[src/rtl/banked_mshr_scheduler.sv]
// Multi-port, multi-bank miss scheduler. Each bank holds a circular MSHR queue with
// alloc/dispatch/retire pointers, and incoming ports are arbitrated round-robin per bank.
module banked_mshr_scheduler #(
  parameter int unsigned NUM_PORTS      = 2,
  parameter int unsigned NUM_BANKS      = 4,
  parameter int unsigned MSHR_DEPTH     = 4,
  parameter int unsigned ADDR_W         = 32,
  parameter int unsigned BYTE_OFF_BITS  = 2,
  parameter int unsigned BLOCK_OFF_BITS = 2,
  localparam int unsigned BANK_W        = $clog2(NUM_BANKS),
  localparam int unsigned SLOT_W        = $clog2(MSHR_DEPTH),
  localparam int unsigned PTR_W         = SLOT_W + 1,
  localparam int unsigned UUID_W        = BANK_W + SLOT_W
) (
  input  logic                                 CLK,
  input  logic                                 RST,
  input  logic [NUM_PORTS-1:0]                 req_valid,
  input  logic [NUM_PORTS-1:0][ADDR_W-1:0]     req_addr,
  input  logic [NUM_PORTS-1:0]                 req_rw,
  input  logic [NUM_PORTS-1:0][31:0]           req_store,
  output logic [NUM_PORTS-1:0]                 req_ready,
  output logic [NUM_PORTS-1:0][UUID_W-1:0]     req_uuid,
  output logic                                 stall,
  output logic [NUM_BANKS-1:0]                 bank_req_valid,
  output logic [NUM_BANKS-1:0][ADDR_W-1:0]     bank_req_addr,
  output logic [NUM_BANKS-1:0]                 bank_req_rw,
  output logic [NUM_BANKS-1:0][31:0]           bank_req_store,
  output logic [NUM_BANKS-1:0][UUID_W-1:0]     bank_req_uuid,
  input  logic [NUM_BANKS-1:0]                 bank_req_ready,
  input  logic [NUM_BANKS-1:0]                 bank_done,
  output logic [NUM_BANKS-1:0]                 retire_valid,
  output logic [NUM_BANKS-1:0][UUID_W-1:0]     retire_uuid,
  output logic [NUM_BANKS-1:0][PTR_W-1:0]      occupancy,
  output logic                                 err
);

  localparam int unsigned RR_W = (NUM_PORTS > 1) ? $clog2(NUM_PORTS) : 1;
  localparam int unsigned BANK_LSB = BYTE_OFF_BITS + BLOCK_OFF_BITS;
  localparam logic [PTR_W-1:0] DEPTH_P = PTR_W'(MSHR_DEPTH);

  logic [ADDR_W-1:0] mem_addr  [NUM_BANKS][MSHR_DEPTH];
  logic              mem_rw    [NUM_BANKS][MSHR_DEPTH];
  logic [31:0]       mem_store [NUM_BANKS][MSHR_DEPTH];

  logic [NUM_BANKS-1:0][PTR_W-1:0] alloc_q, disp_q, ret_q;
  logic [NUM_BANKS-1:0][RR_W-1:0]  rr_q, rr_nxt;
  logic                            err_q;

  logic [NUM_PORTS-1:0][BANK_W-1:0] req_bank;
  logic [NUM_BANKS-1:0]             win_found, accept, dispatch, retire, spurious;
  logic [NUM_BANKS-1:0][RR_W-1:0]   win_port;
  logic [NUM_BANKS-1:0][PTR_W-1:0]  occ, pending, inflight;

  always_comb begin
    for (int p = 0; p < NUM_PORTS; p++) begin
      req_bank[p] = req_addr[p][BANK_LSB +: BANK_W];
    end
  end

  // Round-robin scan per bank, starting at that bank's rr pointer.
  always_comb begin
    int unsigned idx;
    idx = 0;
    for (int b = 0; b < NUM_BANKS; b++) begin
      win_found[b] = 1'b0;
      win_port[b]  = '0;
      for (int k = 0; k < NUM_PORTS; k++) begin
        idx = (int'(rr_q[b]) + k) % NUM_PORTS;
        if (!win_found[b] && req_valid[idx] && (req_bank[idx] == BANK_W'(b))) begin
          win_found[b] = 1'b1;
          win_port[b]  = RR_W'(idx);
        end
      end
      rr_nxt[b] = RR_W'((int'(win_port[b]) + 1) % NUM_PORTS);
    end
  end

  always_comb begin
    for (int b = 0; b < NUM_BANKS; b++) begin
      occ[b]      = alloc_q[b] - ret_q[b];
      pending[b]  = alloc_q[b] - disp_q[b];
      inflight[b] = disp_q[b] - ret_q[b];
      // Registered occupancy only: a same-cycle retire never frees room for an accept.
      accept[b]   = !RST && win_found[b] && (occ[b] < DEPTH_P);
      dispatch[b] = !RST && (pending[b] != '0) && bank_req_ready[b];
      retire[b]   = !RST && bank_done[b] && (inflight[b] != '0);
      spurious[b] = !RST && bank_done[b] && (inflight[b] == '0);
    end
  end

  always_comb begin
    req_ready = '0;
    req_uuid  = '0;
    for (int b = 0; b < NUM_BANKS; b++) begin
      for (int p = 0; p < NUM_PORTS; p++) begin
        if (accept[b] && (win_port[b] == RR_W'(p))) begin
          req_ready[p] = 1'b1;
          req_uuid[p]  = {BANK_W'(b), alloc_q[b][SLOT_W-1:0]};
        end
      end
    end
    stall = !RST && |(req_valid & ~req_ready);
  end

  always_comb begin
    bank_req_valid = '0;
    bank_req_addr  = '0;
    bank_req_rw    = '0;
    bank_req_store = '0;
    bank_req_uuid  = '0;
    retire_valid   = '0;
    retire_uuid    = '0;
    occupancy      = '0;
    err            = 1'b0;
    if (!RST) begin
      err = err_q;
      for (int b = 0; b < NUM_BANKS; b++) begin
        occupancy[b] = occ[b];
        if (pending[b] != '0) begin
          bank_req_valid[b] = 1'b1;
          bank_req_addr[b]  = mem_addr[b][disp_q[b][SLOT_W-1:0]];
          bank_req_rw[b]    = mem_rw[b][disp_q[b][SLOT_W-1:0]];
          bank_req_store[b] = mem_store[b][disp_q[b][SLOT_W-1:0]];
          bank_req_uuid[b]  = {BANK_W'(b), disp_q[b][SLOT_W-1:0]};
        end
        if (retire[b]) begin
          retire_valid[b] = 1'b1;
          retire_uuid[b]  = {BANK_W'(b), ret_q[b][SLOT_W-1:0]};
        end
      end
    end
  end

  always_ff @(posedge CLK) begin
    if (RST) begin
      alloc_q <= '0;
      disp_q  <= '0;
      ret_q   <= '0;
      rr_q    <= '0;
      err_q   <= 1'b0;
    end else begin
      for (int b = 0; b < NUM_BANKS; b++) begin
        if (accept[b]) begin
          alloc_q[b] <= alloc_q[b] + PTR_W'(1);
          rr_q[b]    <= rr_nxt[b];
        end
        if (dispatch[b]) disp_q[b] <= disp_q[b] + PTR_W'(1);
        if (retire[b])   ret_q[b]  <= ret_q[b] + PTR_W'(1);
      end
      if (|spurious) err_q <= 1'b1;
    end
  end

  // Entry storage is not reset; accept is already gated off while RST is high.
  always_ff @(posedge CLK) begin
    for (int b = 0; b < NUM_BANKS; b++) begin
      if (accept[b]) begin
        mem_addr[b][alloc_q[b][SLOT_W-1:0]]  <= req_addr[win_port[b]];
        mem_rw[b][alloc_q[b][SLOT_W-1:0]]    <= req_rw[win_port[b]];
        mem_store[b][alloc_q[b][SLOT_W-1:0]] <= req_store[win_port[b]];
      end
    end
  end

endmodule

[config.mk]
export PLATFORM = sky130hd
export DESIGN_NAME = banked_mshr_scheduler
export DESIGN_NICKNAME = d
export VERILOG_FILES = /design/src/rtl/banked_mshr_scheduler.sv
export SDC_FILE = /design/constraint.sdc
export NUM_CORES = 2
export LEC_CHECK = 0
export ABC_AREA = 1
export CORE_ASPECT_RATIO = 1.25
export CORE_MARGIN = 3
export CORE_UTILIZATION = 62
export DETAILED_ROUTE_END_ITERATION = 7
export GPL_TIMING_DRIVEN = 0
export PLACE_DENSITY = 0.86
export SETUP_SLACK_MARGIN = 0.2
export SLEW_MARGIN = 20
export SYNTH_ARGS = -nofsm -noshare
export SYNTH_HDL_FRONTEND = slang
export SYNTH_SLANG_ARGS = --single-unit
[constraint.sdc]
create_clock -name CLK -period 7.5 [get_ports CLK]
set_clock_uncertainty 0.15 [all_clocks]
set_input_delay 1.5 -clock CLK [delete_from_list [all_inputs] [get_ports CLK]]
set_output_delay 1.5 -clock CLK [all_outputs]
set_load 0.02 [all_outputs]
==> impl_metrics.ini <==
[clock_tree]
cts_tree = done
ctsHtreeMaxLevel = 3
cts-buffers-inserted = 95
tritoncts_num_sinks = 1081
postCtsSetupBuffers = 0
cts.path.max_buffers = 3
clkSlewWorstSetupHoldPaths_ns = 0.06
cts_hold_buf = 0
count_of_instances_resized_after_the_clock_tree_is_built = 0
insertion_delay_ns = 0.67
clock_tree.root_cell = sky130_fd_sc_hd__clkbuf_16

[layout]
stdcell_count = 5912
layout-drive-gt1-share = 0.0687
fillcell_total = 4212
final_design_area_no_fill_um2 = 56400
syn2layout_area_growth_pct = 22.2
final_nets = 5045
share_of_the_core_filled_with_cells = 0.767

[place]
place_inst = 5718
place_hpwl_um = 109000
placement.setup.worst_slack_ns = 1.30
numPortBuffers = 457
finalWeightedCongestion = 0.986
postPlaceCellArea_um2 = 53100

[logic_synthesis]
syn-cell-area_um2 = 46200
synth_top_cell_by_area = sky130_fd_sc_hd__edfxtp_1
synth.ff_latch_count = 1081
synth_top_cell_area_share = 0.676
post_synth_inst_count = 4249
synthArstFlopShare = 0
syn-mean-instance-area_um2 = 10.9
synth.top_cells.by_area = sky130_fd_sc_hd__edfxtp_1 (68%), sky130_fd_sc_hd__nor2_1 (9.1%), sky130_fd_sc_hd__o21ai_0 (8.6%)
ys_dominant_reg_cell = sky130_fd_sc_hd__edfxtp_1
synth_cell_types = 31
synth_warnings = 0
synth_enable_flop_cells = 1040
synth-seq-area-share = 0.694

[timing]
finalCritPeriodShare = 0.858
setup_total_negative_slack_ns = 0
setup-violations-final = 0
max_freq_mhz = 155
maxSlewHeadroom = 0.215
timing_worst_slew_pin_value_ns = 1.17
setup_slack_ns = 1.07
layout_min_cycle_time_ns = 6.43
whs_ns = 0.320
rsz_0062_raised_after_global_routing = no
final-hold-violation-count = 0
drv_slew = 0

[global_route]
grt_pass1_wl_um = 221000
grt_overflow_total = 0
grt_pass1_vias = 35700
maximum_number_of_pins_on_one_net_before_global_route_repair = 25
antenna_found_initial = 17
grtUsageTotal = 0.384

[routing]
first_pass_iters = 8
vias = 37500
post_drt_wl_per_cell_um = 26.2
drt_drc_violations_left = 0
drt_wl_total_um = 155000
avgViaCountPerCell = 6.34
first_iter_violations = 6672
drt.antenna.violating_nets = 0

[worst_hold_path]
whs_endpoint = rr_q[0]
holdCritStartpoint = rr_q[0]
hold_class = flop to flop
whs_path_depth = 2

[pwr]
power.total_mw = 15.0
cellPowerDensity_nw_per_um2 = 266
worst_ir_drop_vdd_uv = 186
static-leakage-power_nw = 20.3

[critical_path]
crit_slowest_cell = sky130_fd_sc_hd__clkbuf_1
arrival_ns = 4.78
crit_chain = inv_1 -> clkbuf_1 -> ha_1 -> inv_1 -> nor2_1 -> nor2_1 -> nand3_1 -> nand3b_1 -> nand2_1 -> buf_2 -> buf_2 -> a21oi_1 -> clkdlybuf4s50_1
timing.critical_path.required_ns = 5.85
crit_path_max_incr_delay_ns = 0.71
critical_path_peak_fanout = 10
timing.rr.end = disp_q[9]
crit-reg2reg-launch = disp_q[10]
timing.setup.critical_path_class = flop to output port
end_kind = output port
reg2reg_slack_ns = 3.57
crit_path_start_kind = flop
cell_depth_of_the_worst_flop_to_flop_path = 12

[floorplan]
initial_utilization = 0.627
die_w_um = 250
die_y_um = 311
die_area_um2 = 77800
rows = 111
core_area_um2 = 73600
floorplan.io_pins = 466

[run_status]
outcome = complete, no violations

[job]
drv_cap = 0
[power breakdown]
group	internal, mW	switching, mW
combinational	0.966	2.06
clock	2.91	2.20
sequential	6.83	0.0556
[flip-flops by register name (all words and copies together), names as in the netlist]
register / cells
rr_q: 4
alloc_q: 12
mem_rw: 16
disp_q: 12
err_q: 1
ret_q: 12
mem_store: 512
mem_addr: 512
[cells by family (layout without fill, tap and decap cells)]
logic type	count (synthesis)	in the layout	share of synthesized area
DFF	1081	1081	0.694
AOI/OAI and AO/OA	1108	1108	0.121
other	1	26	0.0000812
adders and majority gates	48	48	0.0137
and+or+nand+nor	1545	1545	0.128
buffers and inverters	458	1136	0.0423
xor gates and xnor gates	8	8	0.00152
[final cells by class]
type	instances	area, µm²	area share
Timing Repair Buffer	502	5620	0.0996
Tap cell	960	1200	0.0213
Inverter	178	668	0.0118
Antenna cell	18	45.0	0.000798
Buffer	280	1280	0.0227
Multi-Input combinational cell	2717	12300	0.218
Clock buffer	121	2640	0.0469
Clock inverter	55	591	0.0105
Sequential cell	1081	32100	0.568
[worst max-delay path by stage]
stage / slack, ns / from / cells past startpoint / end
3_5_place_dp: 1.30 / req_addr[5] / 12 / req_uuid[1]
4_1_cts: 1.29 / req_addr[5] / 12 / req_uuid[1]
2_1_floorplan: 2.03 / req_addr[37] / 9 / alloc_q[5]
3_3_place_gp: -0.92 / req_addr[5] / 7 / mem_store[0][110]
5_1_grt: 1.02 / req_addr[5] / 12 / req_uuid[1]
6_report: 1.07 / disp_q[10] / 13 / bank_req_store[99]
[metal layers]
layer  vias up  track usage  routed length [µm]
li1      15900            -                   -
met1     17400        0.476               48800
met2      3491        0.620               72900
met3       686       0.0877               22100
met4         4        0.230               10700
met5         -            0                  27
[cells in the mapped netlist, types with 11 or more instances]
master,n
sky130_fd_sc_hd__clkbuf_1,112
sky130_fd_sc_hd__nor2_1,1119
sky130_fd_sc_hd__inv_1,172
sky130_fd_sc_hd__nand2_1,379
sky130_fd_sc_hd__o21ai_1,11
sky130_fd_sc_hd__ha_1,44
sky130_fd_sc_hd__o21ai_0,794
sky130_fd_sc_hd__buf_1,45
sky130_fd_sc_hd__dfxtp_1,41
sky130_fd_sc_hd__edfxtp_1,1040
sky130_fd_sc_hd__a21oi_1,293
sky130_fd_sc_hd__nand3_1,27
sky130_fd_sc_hd__buf_4,29
sky130_fd_sc_hd__buf_2,92
[layout by cell type, fill, tap and decap left out, types with 6 or more instances in the layout]
cell                              count
sky130_fd_sc_hd__a21oi_1            293
sky130_fd_sc_hd__buf_1               45
sky130_fd_sc_hd__buf_12              22
sky130_fd_sc_hd__buf_16              21
sky130_fd_sc_hd__buf_2               92
sky130_fd_sc_hd__buf_4               29
sky130_fd_sc_hd__bufinv_16           12
sky130_fd_sc_hd__clkbuf_1           129
sky130_fd_sc_hd__clkbuf_16          102
sky130_fd_sc_hd__clkdlybuf4s50_1    457
sky130_fd_sc_hd__clkinv_1            17
sky130_fd_sc_hd__clkinv_2            15
sky130_fd_sc_hd__conb_1               8
sky130_fd_sc_hd__dfxtp_1             41
sky130_fd_sc_hd__diode_2             18
sky130_fd_sc_hd__edfxtp_1          1040
sky130_fd_sc_hd__ha_1                44
sky130_fd_sc_hd__inv_1              172
sky130_fd_sc_hd__inv_2                6
sky130_fd_sc_hd__inv_6                7
sky130_fd_sc_hd__nand2_1            379
sky130_fd_sc_hd__nand3_1             27
sky130_fd_sc_hd__nand3b_1             6
sky130_fd_sc_hd__nand4_1              6
sky130_fd_sc_hd__nor2_1            1104
sky130_fd_sc_hd__nor2_4              16
sky130_fd_sc_hd__o21ai_0            792
sky130_fd_sc_hd__o21ai_1             13
[worst max-delay path, delay by kind of cell (launching register included)]
family | cells | cell delay (ns)
AO/OA/AOI/OAI | 1 | 0.43
adder cells (fa/ha/maj) | 1 | 0.39
buffers and inverters | 6 | 2.25
flip-flops | 1 | 0.43
AND/OR/NAND/NOR | 5 | 0.60
Note: power is estimated with default switching activity, not from simulation.
